File: src/rtl/commit_unit.sv
// commit_unit: in-order retirement stage downstream of the reorder buffer.
// Retires up to two uOPs per beat. Retirement writes the ARAT, returns stale
// physical registers to the free list and releases stores. Exceptions and
// branch mispredicts, including MIPS delay slots, become a one-cycle flush
// plus a fetch redirect.
//
// Ports:
//   clk, rst                      clock, synchronous active-high reset
//   rob_valid / rob_ready         ROB head-pair commit handshake
//   uN_*  (N=0,1)                 per-slot uOP fields from the ROB head
//   arat_we, arat_lN, arat_pN     ARAT write ports (port 1 is younger)
//   free_we, free_pN              free-list return ports
//   store_commit                  number of stores released this cycle
//   flush, redirect_valid/pc      pipeline flush and fetch redirect
//   exc_valid, exc_code, exc_epc  exception report to CP0
module commit_unit #(
   parameter int unsigned PHYS_W     = 6,
   parameter int unsigned ARCH_W     = 5,
   parameter logic [31:0] EXC_VECTOR = 32'hBFC00380
) (
   input  logic              clk,
   input  logic              rst,
   input  logic              rob_valid,
   output logic              rob_ready,
   input  logic              u0_valid,
   input  logic              u0_committed,
   input  logic [31:0]       u0_pc,
   input  logic              u0_wen,
   input  logic [ARCH_W-1:0] u0_dstL,
   input  logic [PHYS_W-1:0] u0_dstP,
   input  logic [PHYS_W-1:0] u0_oldP,
   input  logic              u0_isBranch,
   input  logic              u0_branchTaken,
   input  logic              u0_predTaken,
   input  logic [31:0]       u0_branchAddr,
   input  logic [31:0]       u0_predAddr,
   input  logic              u0_causeExc,
   input  logic [4:0]        u0_exception,
   input  logic              u0_isStore,
   input  logic              u1_valid,
   input  logic              u1_committed,
   input  logic [31:0]       u1_pc,
   input  logic              u1_wen,
   input  logic [ARCH_W-1:0] u1_dstL,
   input  logic [PHYS_W-1:0] u1_dstP,
   input  logic [PHYS_W-1:0] u1_oldP,
   input  logic              u1_isBranch,
   input  logic              u1_branchTaken,
   input  logic              u1_predTaken,
   input  logic [31:0]       u1_branchAddr,
   input  logic [31:0]       u1_predAddr,
   input  logic              u1_causeExc,
   input  logic [4:0]        u1_exception,
   input  logic              u1_isStore,
   output logic [1:0]        arat_we,
   output logic [ARCH_W-1:0] arat_l0,
   output logic [PHYS_W-1:0] arat_p0,
   output logic [ARCH_W-1:0] arat_l1,
   output logic [PHYS_W-1:0] arat_p1,
   output logic [1:0]        free_we,
   output logic [PHYS_W-1:0] free_p0,
   output logic [PHYS_W-1:0] free_p1,
   output logic [1:0]        store_commit,
   output logic              flush,
   output logic              redirect_valid,
   output logic [31:0]       redirect_pc,
   output logic              exc_valid,
   output logic [4:0]        exc_code,
   output logic [31:0]       exc_epc
);

   typedef enum logic [1:0] {NORMAL = 2'd0, WAIT_DS = 2'd1, FLUSH = 2'd2} state_t;

   state_t            r_state;
   logic [31:0]       r_target;
   logic [1:0]        r_arat_we;
   logic [ARCH_W-1:0] r_arat_l0, r_arat_l1;
   logic [PHYS_W-1:0] r_arat_p0, r_arat_p1;
   logic [1:0]        r_free_we;
   logic [PHYS_W-1:0] r_free_p0, r_free_p1;
   logic [1:0]        r_store_commit;
   logic              r_flush, r_redirect_valid, r_exc_valid;
   logic [31:0]       r_redirect_pc, r_exc_epc;
   logic [4:0]        r_exc_code;

   // Per-slot decode
   logic        w_beat, w_live0, w_live1, w_mis0, w_mis1;
   logic [31:0] w_tgt0, w_tgt1;

   assign w_beat  = rob_valid && (r_state != FLUSH);
   assign w_live0 = u0_valid && !u0_committed;
   assign w_live1 = u1_valid && !u1_committed;
   assign w_mis0  = u0_isBranch && ((u0_branchTaken != u0_predTaken) ||
                                    (u0_branchTaken && (u0_branchAddr != u0_predAddr)));
   assign w_mis1  = u1_isBranch && ((u1_branchTaken != u1_predTaken) ||
                                    (u1_branchTaken && (u1_branchAddr != u1_predAddr)));
   assign w_tgt0  = u0_branchTaken ? u0_branchAddr : (u0_pc + 32'd8);
   assign w_tgt1  = u1_branchTaken ? u1_branchAddr : (u1_pc + 32'd8);

   // Beat resolution: which slots retire and how the beat terminates
   logic        w_ret0, w_ret1, w_exc, w_br_flush, w_to_wait;
   logic [4:0]  w_exc_code;
   logic [31:0] w_exc_epc, w_br_tgt;

   always_comb begin
      w_ret0     = 1'b0;
      w_ret1     = 1'b0;
      w_exc      = 1'b0;
      w_br_flush = 1'b0;
      w_to_wait  = 1'b0;
      w_exc_code = 5'd0;
      w_exc_epc  = 32'd0;
      w_br_tgt   = 32'd0;
      if (w_beat) begin
         if (r_state == WAIT_DS) begin
            // Slot 0 is the delay slot; slot 1 is always discarded
            if (w_live0) begin
               if (u0_causeExc) begin
                  w_exc      = 1'b1;
                  w_exc_code = u0_exception;
                  w_exc_epc  = u0_pc;
               end else begin
                  w_ret0     = 1'b1;
                  w_br_flush = 1'b1;
                  w_br_tgt   = r_target;
               end
            end
         end else if (w_live0 && u0_causeExc) begin
            w_exc      = 1'b1;
            w_exc_code = u0_exception;
            w_exc_epc  = u0_pc;
         end else begin
            w_ret0 = w_live0;
            if (w_live0 && w_mis0) begin
               if (w_live1) begin
                  // Slot 1 is the branch's delay slot
                  if (u1_causeExc) begin
                     w_exc      = 1'b1;
                     w_exc_code = u1_exception;
                     w_exc_epc  = u1_pc;
                  end else begin
                     w_ret1     = 1'b1;
                     w_br_flush = 1'b1;
                     w_br_tgt   = w_tgt0;
                  end
               end else begin
                  w_to_wait = 1'b1;
                  w_br_tgt  = w_tgt0;
               end
            end else if (w_live1) begin
               if (u1_causeExc) begin
                  w_exc      = 1'b1;
                  w_exc_code = u1_exception;
                  w_exc_epc  = u1_pc;
               end else begin
                  w_ret1 = 1'b1;
                  if (w_mis1) begin
                     w_to_wait = 1'b1;
                     w_br_tgt  = w_tgt1;
                  end
               end
            end
         end
      end
   end

   logic w_we0, w_we1;
   assign w_we0 = w_ret0 && u0_wen;
   assign w_we1 = w_ret1 && u1_wen;

   // State register and registered outputs
   always_ff @(posedge clk) begin
      if (rst) begin
         r_state          <= NORMAL;
         r_target         <= 32'd0;
         r_arat_we        <= 2'd0;
         r_arat_l0        <= '0;
         r_arat_p0        <= '0;
         r_arat_l1        <= '0;
         r_arat_p1        <= '0;
         r_free_we        <= 2'd0;
         r_free_p0        <= '0;
         r_free_p1        <= '0;
         r_store_commit   <= 2'd0;
         r_flush          <= 1'b0;
         r_redirect_valid <= 1'b0;
         r_redirect_pc    <= 32'd0;
         r_exc_valid      <= 1'b0;
         r_exc_code       <= 5'd0;
         r_exc_epc        <= 32'd0;
      end else begin
         r_arat_we      <= {w_we1, w_we0};
         r_arat_l0      <= w_we0 ? u0_dstL : '0;
         r_arat_p0      <= w_we0 ? u0_dstP : '0;
         r_arat_l1      <= w_we1 ? u1_dstL : '0;
         r_arat_p1      <= w_we1 ? u1_dstP : '0;
         r_free_we      <= {w_we1, w_we0};
         r_free_p0      <= w_we0 ? u0_oldP : '0;
         r_free_p1      <= w_we1 ? u1_oldP : '0;
         r_store_commit <= 2'(w_ret0 && u0_isStore) + 2'(w_ret1 && u1_isStore);

         // Flush-cycle outputs are single-cycle pulses
         r_flush          <= 1'b0;
         r_redirect_valid <= 1'b0;
         r_redirect_pc    <= 32'd0;
         r_exc_valid      <= 1'b0;
         r_exc_code       <= 5'd0;
         r_exc_epc        <= 32'd0;

         case (r_state)
            NORMAL, WAIT_DS: begin
               if (w_exc) begin
                  r_state          <= FLUSH;
                  r_target         <= 32'd0;
                  r_flush          <= 1'b1;
                  r_redirect_valid <= 1'b1;
                  r_redirect_pc    <= EXC_VECTOR;
                  r_exc_valid      <= 1'b1;
                  r_exc_code       <= w_exc_code;
                  r_exc_epc        <= w_exc_epc;
               end else if (w_br_flush) begin
                  r_state          <= FLUSH;
                  r_target         <= 32'd0;
                  r_flush          <= 1'b1;
                  r_redirect_valid <= 1'b1;
                  r_redirect_pc    <= w_br_tgt;
               end else if (w_to_wait) begin
                  r_state  <= WAIT_DS;
                  r_target <= w_br_tgt;
               end
            end
            default: r_state <= NORMAL;
         endcase
      end
   end

   assign rob_ready      = (r_state != FLUSH);
   assign arat_we        = r_arat_we;
   assign arat_l0        = r_arat_l0;
   assign arat_p0        = r_arat_p0;
   assign arat_l1        = r_arat_l1;
   assign arat_p1        = r_arat_p1;
   assign free_we        = r_free_we;
   assign free_p0        = r_free_p0;
   assign free_p1        = r_free_p1;
   assign store_commit   = r_store_commit;
   assign flush          = r_flush;
   assign redirect_valid = r_redirect_valid;
   assign redirect_pc    = r_redirect_pc;
   assign exc_valid      = r_exc_valid;
   assign exc_code       = r_exc_code;
   assign exc_epc        = r_exc_epc;

endmodule

File: config.mk
export PLATFORM = sky130hd
export DESIGN_NAME = commit_unit
export DESIGN_NICKNAME = d
export VERILOG_FILES = /design/src/rtl/commit_unit.sv
export SDC_FILE = /design/constraint.sdc
export NUM_CORES = 1
export LEC_CHECK = 0
export CAP_MARGIN = 20
export CORE_AREA = 2 2 143 145
export DETAILED_ROUTE_END_ITERATION = 6
export DIE_AREA = 0 0 145 147
export PLACE_DENSITY = 0.73
export SKIP_CTS_REPAIR_TIMING = 1
export SLEW_MARGIN = 0
export SYNTH_ARGS = -nofsm -noshare
export SYNTH_HDL_FRONTEND = slang
export SYNTH_SLANG_ARGS = --single-unit
File: constraint.sdc
create_clock -name clk -period 3.1 [get_ports clk]
set_input_delay 0.62 -clock clk [delete_from_list [all_inputs] [get_ports clk]]
set_output_delay 0.62 -clock clk [all_outputs]
set_load 0.02 [all_outputs]
* Yosys cells after proc, flatten, opt, wreduce, memory -nomap -nowiden
Index checks and enable logic that the tools add are counted.
Word-level totals: input bits 255, logic and storage cells 124, flip-flop bits (word level) 143, output and inout bits 113
Cells by class: $add $sub $neg 3, bitwise gates (word level) 6, reduce and logical (&&, ||, !) cells 27, multiplexer cells 65, eq/ne operators 6
Operators by type and width (count):
- 2-to-1 mux 32 bit | 24
- adder 32 x 4 -> 32 bit (second input constant) | 2
- != test 32 bit | 2
- 2-to-1 mux 1 bit | 32
- 2-to-1 mux 5 bit | 6
- logical AND 1 bit | 13
- OR reduction 4 bit | 3
- OR reduction 2 bit | 4
- 2-to-1 mux 2 bit | 3
- NOT 1 bit | 6
- nonzero test 3 bit | 1
- adder 1 x 1 -> 2 bit | 1
- == test 2 x 1 -> 1 bit (second input constant) | 1
- logical NOT 1 bit | 2
- logical NOT 2 bit | 1
- logical OR 1 bit | 2
- != test 1 bit | 2
- != test 2 bit (second input constant) | 1
- AND reduction 2 bit | 1

* Depth between registers and ports, before layout
Gate-level depths: netlist of the first run.
depth after elaboration 14, gate-level depth with buffers 11

* Worst setup path after synthesis of the first run
No wires, ideal clock.
kind input-to-reg, start input port u1_committed, end register r_target[22], data required time 2961 ps, arrival time 2366 ps, path buffers 1, path slack 595 ps, library setup time 139 ps, cell stages on the path 9, cells stage by stage nand2b_1 or3_1 or2_0 a31o_1 o31ai_2 o21ai_2 a21oi_2 buf_6 o32ai_1
On the way: longest elaborated chain between the ends 10, elaborated cells between the ends (all ways) 28, classes of those cells mux: 24; reduce/logical: 4
RTL lines:
- from (decl) | line 41 | input logic u1_committed,
- logical NOT 1 bit * | line 92 | assign w_live1 = u1_valid && !u1_committed;
- logical AND 1 bit * | line 92
- 2-to-1 mux 32 bit (on tied branches) | line 150, 135
- 2-to-1 mux 32 bit | line 134 | if (w_live0 && w_mis0) begin
- 2-to-1 mux 32 bit | line 128 | end else if (w_live0 && u0_causeExc) begin
- 2-to-1 mux 32 bit | line 115 | if (r_state == WAIT_DS) begin
- 2-to-1 mux 32 bit | line 114 | if (w_beat) begin
- 2-to-1 mux 32 bit | line 227 | end else if (w_to_wait) begin
- 2-to-1 mux 32 bit | line 221 | end else if (w_br_flush) begin
- 2-to-1 mux 32 bit | line 212 | if (w_exc) begin
- to (signal assigned) | line 229 | r_target <= w_br_tgt;
- to (decl) | line 75 | logic [31:0] r_target;
Mark *: on every way between the ends. The rest lies on a longest branch, timed or not. The select of a mux whose other input is x is not followed. A chain may end at the register's enable or synchronous reset.

* Worst setup path in the final report of the first run
start input port u0_branchAddr[2], end register r_target[5]
On the way: longest elaborated chain between the ends 12, elaborated cells between the ends (all ways) 22, classes of those cells eq/ne: 1; mux: 15; reduce/logical: 6
RTL lines:
- from (decl) | line 35 | input logic [31:0] u0_branchAddr,
- != test 32 bit * | line 94 | (u0_branchTaken && (u0_branchAddr != u0_predAddr)));
- logical AND 1 bit * | line 94
- logical OR 1 bit * | line 93 | assign w_mis0 = u0_isBranch && ((u0_branchTaken != u0_predTaken) ||
- logical AND 1 bit * | line 93
- logical AND 1 bit * | line 134
- 2-to-1 mux 32 bit | line 134
- 2-to-1 mux 32 bit | line 128
- 2-to-1 mux 32 bit | line 115
- 2-to-1 mux 32 bit | line 114
- 2-to-1 mux 32 bit | line 227
- 2-to-1 mux 32 bit | line 221
- 2-to-1 mux 32 bit | line 212
Marks and branches as above.

==> impl_metrics.tcl, run 1 <==
set metrics [dict create \
    outcome "completed" \
    synth-seq-cells 143 \
    die_w_um 145 \
    worstSetupPathType "in -> reg" \
    setup_viol 0 \
    wl_met3_um 3532 \
    vias 8900 \
    antenna_found_initial 0 \
    drive_above_1_share_pct 15.23 \
    start_util_pct 38.10 \
    synth_cells 920 \
    wl_per_cell_um 20.19 \
    vias_per_cell 5.273 \
    setup.worst_path.start "u0_branchAddr[2]" \
    rr_startpoint "r_state[1]" \
    yosysMostFrequentCell "dfxtp_1" \
    yosys.area.top_type "dfxtp_1" \
    maxSlewViolCount 0 \
    core_sq_um 19840 \
    row_count 52 \
    hold_viol 0 \
    final_nets 1663 \
    cts.sinks 143 \
    synth_edf_count 0 \
    vdd_drop_max_v 0.0003673 \
    startpoint_type "input port" \
    tns_ps 0 \
    grt_use_total_pct 31.26 \
    synth_area_leaders "dfxtp_1, xor2_1, nand2_1, xnor2_1, a21oi_1" \
    globalplace.congestion 0.9853 \
    syn_to_final_growth_pct 74.12 \
    layout.cells.non_filler 1688 \
    power_mw 5.090 \
    preCtsSetupSlack_ps -429.6 \
    avgSynthCellArea_sq_um 8.218 \
    synth_ff_type "dfxtp_1" \
    grt_first_pass_wirelength_um 50690 \
    yosys_warnings 0 \
    firstDrtPassIters 6 \
    cts_buffers 17 \
    drt_wl_total_um 34080 \
    cts_tree "done" \
    synth_top_area_share_pct 37.86 \
    leakagePower_nw 5.043 \
    critPathMaxFanout 12 \
    highest_layer "met4" \
    die_area_sq_um 21320 \
    utilization_pct 66.34 \
    grt_max_degree 60 \
    slew_headroom_pct 58.05 \
    grt_pass1_vias 8724 \
    htree_num_levels 4 \
    arrival_ps 3260 \
    layout_min_cycle_time_ps 2906 \
    place_inst 1656 \
    n_antenna_cell 0 \
    synth_area_sq_um 7561 \
    critPathCaptureType "register" \
    worstMarginPinSlew_ps 623.6 \
    async_flop_share_pct 0 \
    clk_pin_slew_ps 60 \
    drtIter0Drc 798 \
    cts-root-buf "clkbuf_16" \
    cts_buffer_depth 2 \
    worst_slack_ps 194.1 \
    worstHoldStart "r_target[3]" \
    place_hpwl_um 27290 \
    met2_length_um 15920 \
    fin_worst_skew_ps 14.63 \
    cp.required_ps 3460 \
    max_freq_ghz 0.3441 \
    worstSkewPairLatency_ps 430 \
    hp-class "reg -> reg" \
    synth_fp_nets 1178 \
    synthDistinctLibCells 59 \
    ant_nets 0 \
    portBuffers 367 \
    wl_met1_um 13230 \
    cellPowerDensity_nw_per_um2 386.6 \
    die_h_um 147 \
    drv_cap 0 \
    yosysSeqAreaShare_pct 37.86 \
    grt-ovfl-total 0 \
    synthTopCellsByCount "dfxtp_1, nand2_1, a21oi_1, xor2_1, xnor2_1" \
    ioPinCount 368 \
    route.detailed.drc 0 \
    min_period_over_period_pct 93.74 \
]
stage by stage:
step                      hold slack (ps)  instance area [sq um]
final                               474.6                  13170
after global routing                497.2                  13170
after CTS                           478.8                  13130
after detailed placement            469.6                  12510
after global placement              460.2                  12510
after floorplan                     451.7                   7561
sequential cells by signal, summed over array words and instances, names as in the netlist:
| register | cells |
|---|---|
| exc_valid | 1 |
| exc_epc | 32 |
| arat_l0 | 5 |
| arat_l1 | 5 |
| redirect_pc | 32 |
| free_we | 2 |
| free_p1 | 6 |
| arat_p1 | 6 |
| r_target | 32 |
| store_commit | 2 |
| exc_code | 5 |
| r_state | 2 |
| free_p0 | 6 |
| arat_p0 | 6 |
| redirect_valid | 1 |
per-layer routing:
layer | GRT usage, % | vias up
met1 | 38.31 | 4120
met2 | 51.48 | 535
met5 | 0 | -
met4 | 13.47 | 0
met3 | 8.975 | 71
li1 | - | 4174
cell type report:
class,instances,area [sq um]
Timing Repair Buffer,521,4873
Clock buffer,19,442.9
Sequential cell,143,2863
Clock inverter,13,176.4
Multi-Input combinational cell,682,4322
Tap cell,270,337.8
Inverter,40,150.1
Fill cell,1679,6679
worst max-delay path, cell delays in order:
cell and delay (ps):
clkdlybuf4s50_1 500, xor2_1 200, nor4_2 440, nand3_1 140, nor3_2 200, buf_6 170, or2_2 180, o21ai_2 100
nor4_1 390, buf_4 210, o2bb2ai_1 100
worst paths after layout:
check,endpoint,slack (ps),depth (start not counted)
worst min register to register,r_target[3],470,2
worst min-delay path,r_target[3],470,2
worst max-delay path,r_target[5],190,11
worst max register to register,r_target[5],690,10
kinds of logic (layout without fill, tap and decap cells):
kind of cell,count (synthesis),count (layout),synth area share [%]
AND/OR/NAND/NOR,352,352,23.00
AO/OA/AOI/OAI,194,194,17.38
flip-flops,143,143,37.86
XOR/XNOR,118,118,13.67
buffers and inverters,95,593,5.511
multiplexers,15,15,2.085
adder cells (fa/ha/maj),3,3,0.4965
placed cells by master, fill, tap and decap left out, drive strengths merged, types with 5 or more instances in the layout:
master,netlist,layout
a21oi,62,62
a221oi,9,9
a22o,9,9
a22oi,7,7
and2,37,37
and3,7,7
buf,17,156
clkbuf,38,19
clkdlybuf4s50,0,365
dfxtp,143,143
inv,39,45
mux2,6,6
mux2i,9,9
nand2,138,138
nand2b,17,17
nand3,33,33
nand4,25,25
nor2,44,44
nor2b,8,8
nor3,13,13
nor4,15,15
o211a,7,7
o211ai,5,5
o21ai,46,46
o31ai,6,6
o32ai,29,29
xnor2,58,58
xor2,60,60
power by group:
part,leakage (nW),total (mW),internal [mW],switching (mW)
Clock,0.294,2.22,1.31,0.907
Combinational,3.60,1.01,0.555,0.460
Sequential,1.15,1.86,1.85,0.00668
Total,5.04,5.09,3.72,1.37
(Power assumes the default switching activity.)
==> run 2: changes to the inputs <==
--- a/config.mk
+++ b/config.mk
@@ -12,5 +12,5 @@
 export PLACE_DENSITY = 0.73
 export SKIP_CTS_REPAIR_TIMING = 1
-export SLEW_MARGIN = 0
+export SLEW_MARGIN = 20
 export SYNTH_ARGS = -nofsm -noshare
 export SYNTH_HDL_FRONTEND = slang
==> constraint.sdc (replaced) <==
create_clock -name clk -period 3.1 [get_ports clk]
set_input_delay 0.62 -clock clk [delete_from_list [all_inputs] [get_ports clk]]
set_output_delay 0.62 -clock clk [all_outputs]
set_load 0.05 [all_outputs]
==> results of run 2 <==
Same layout as run 1 (identical final DEF). Status: completed.
Among the figures that moved: total power 5.090 mW -> 5.125 mW
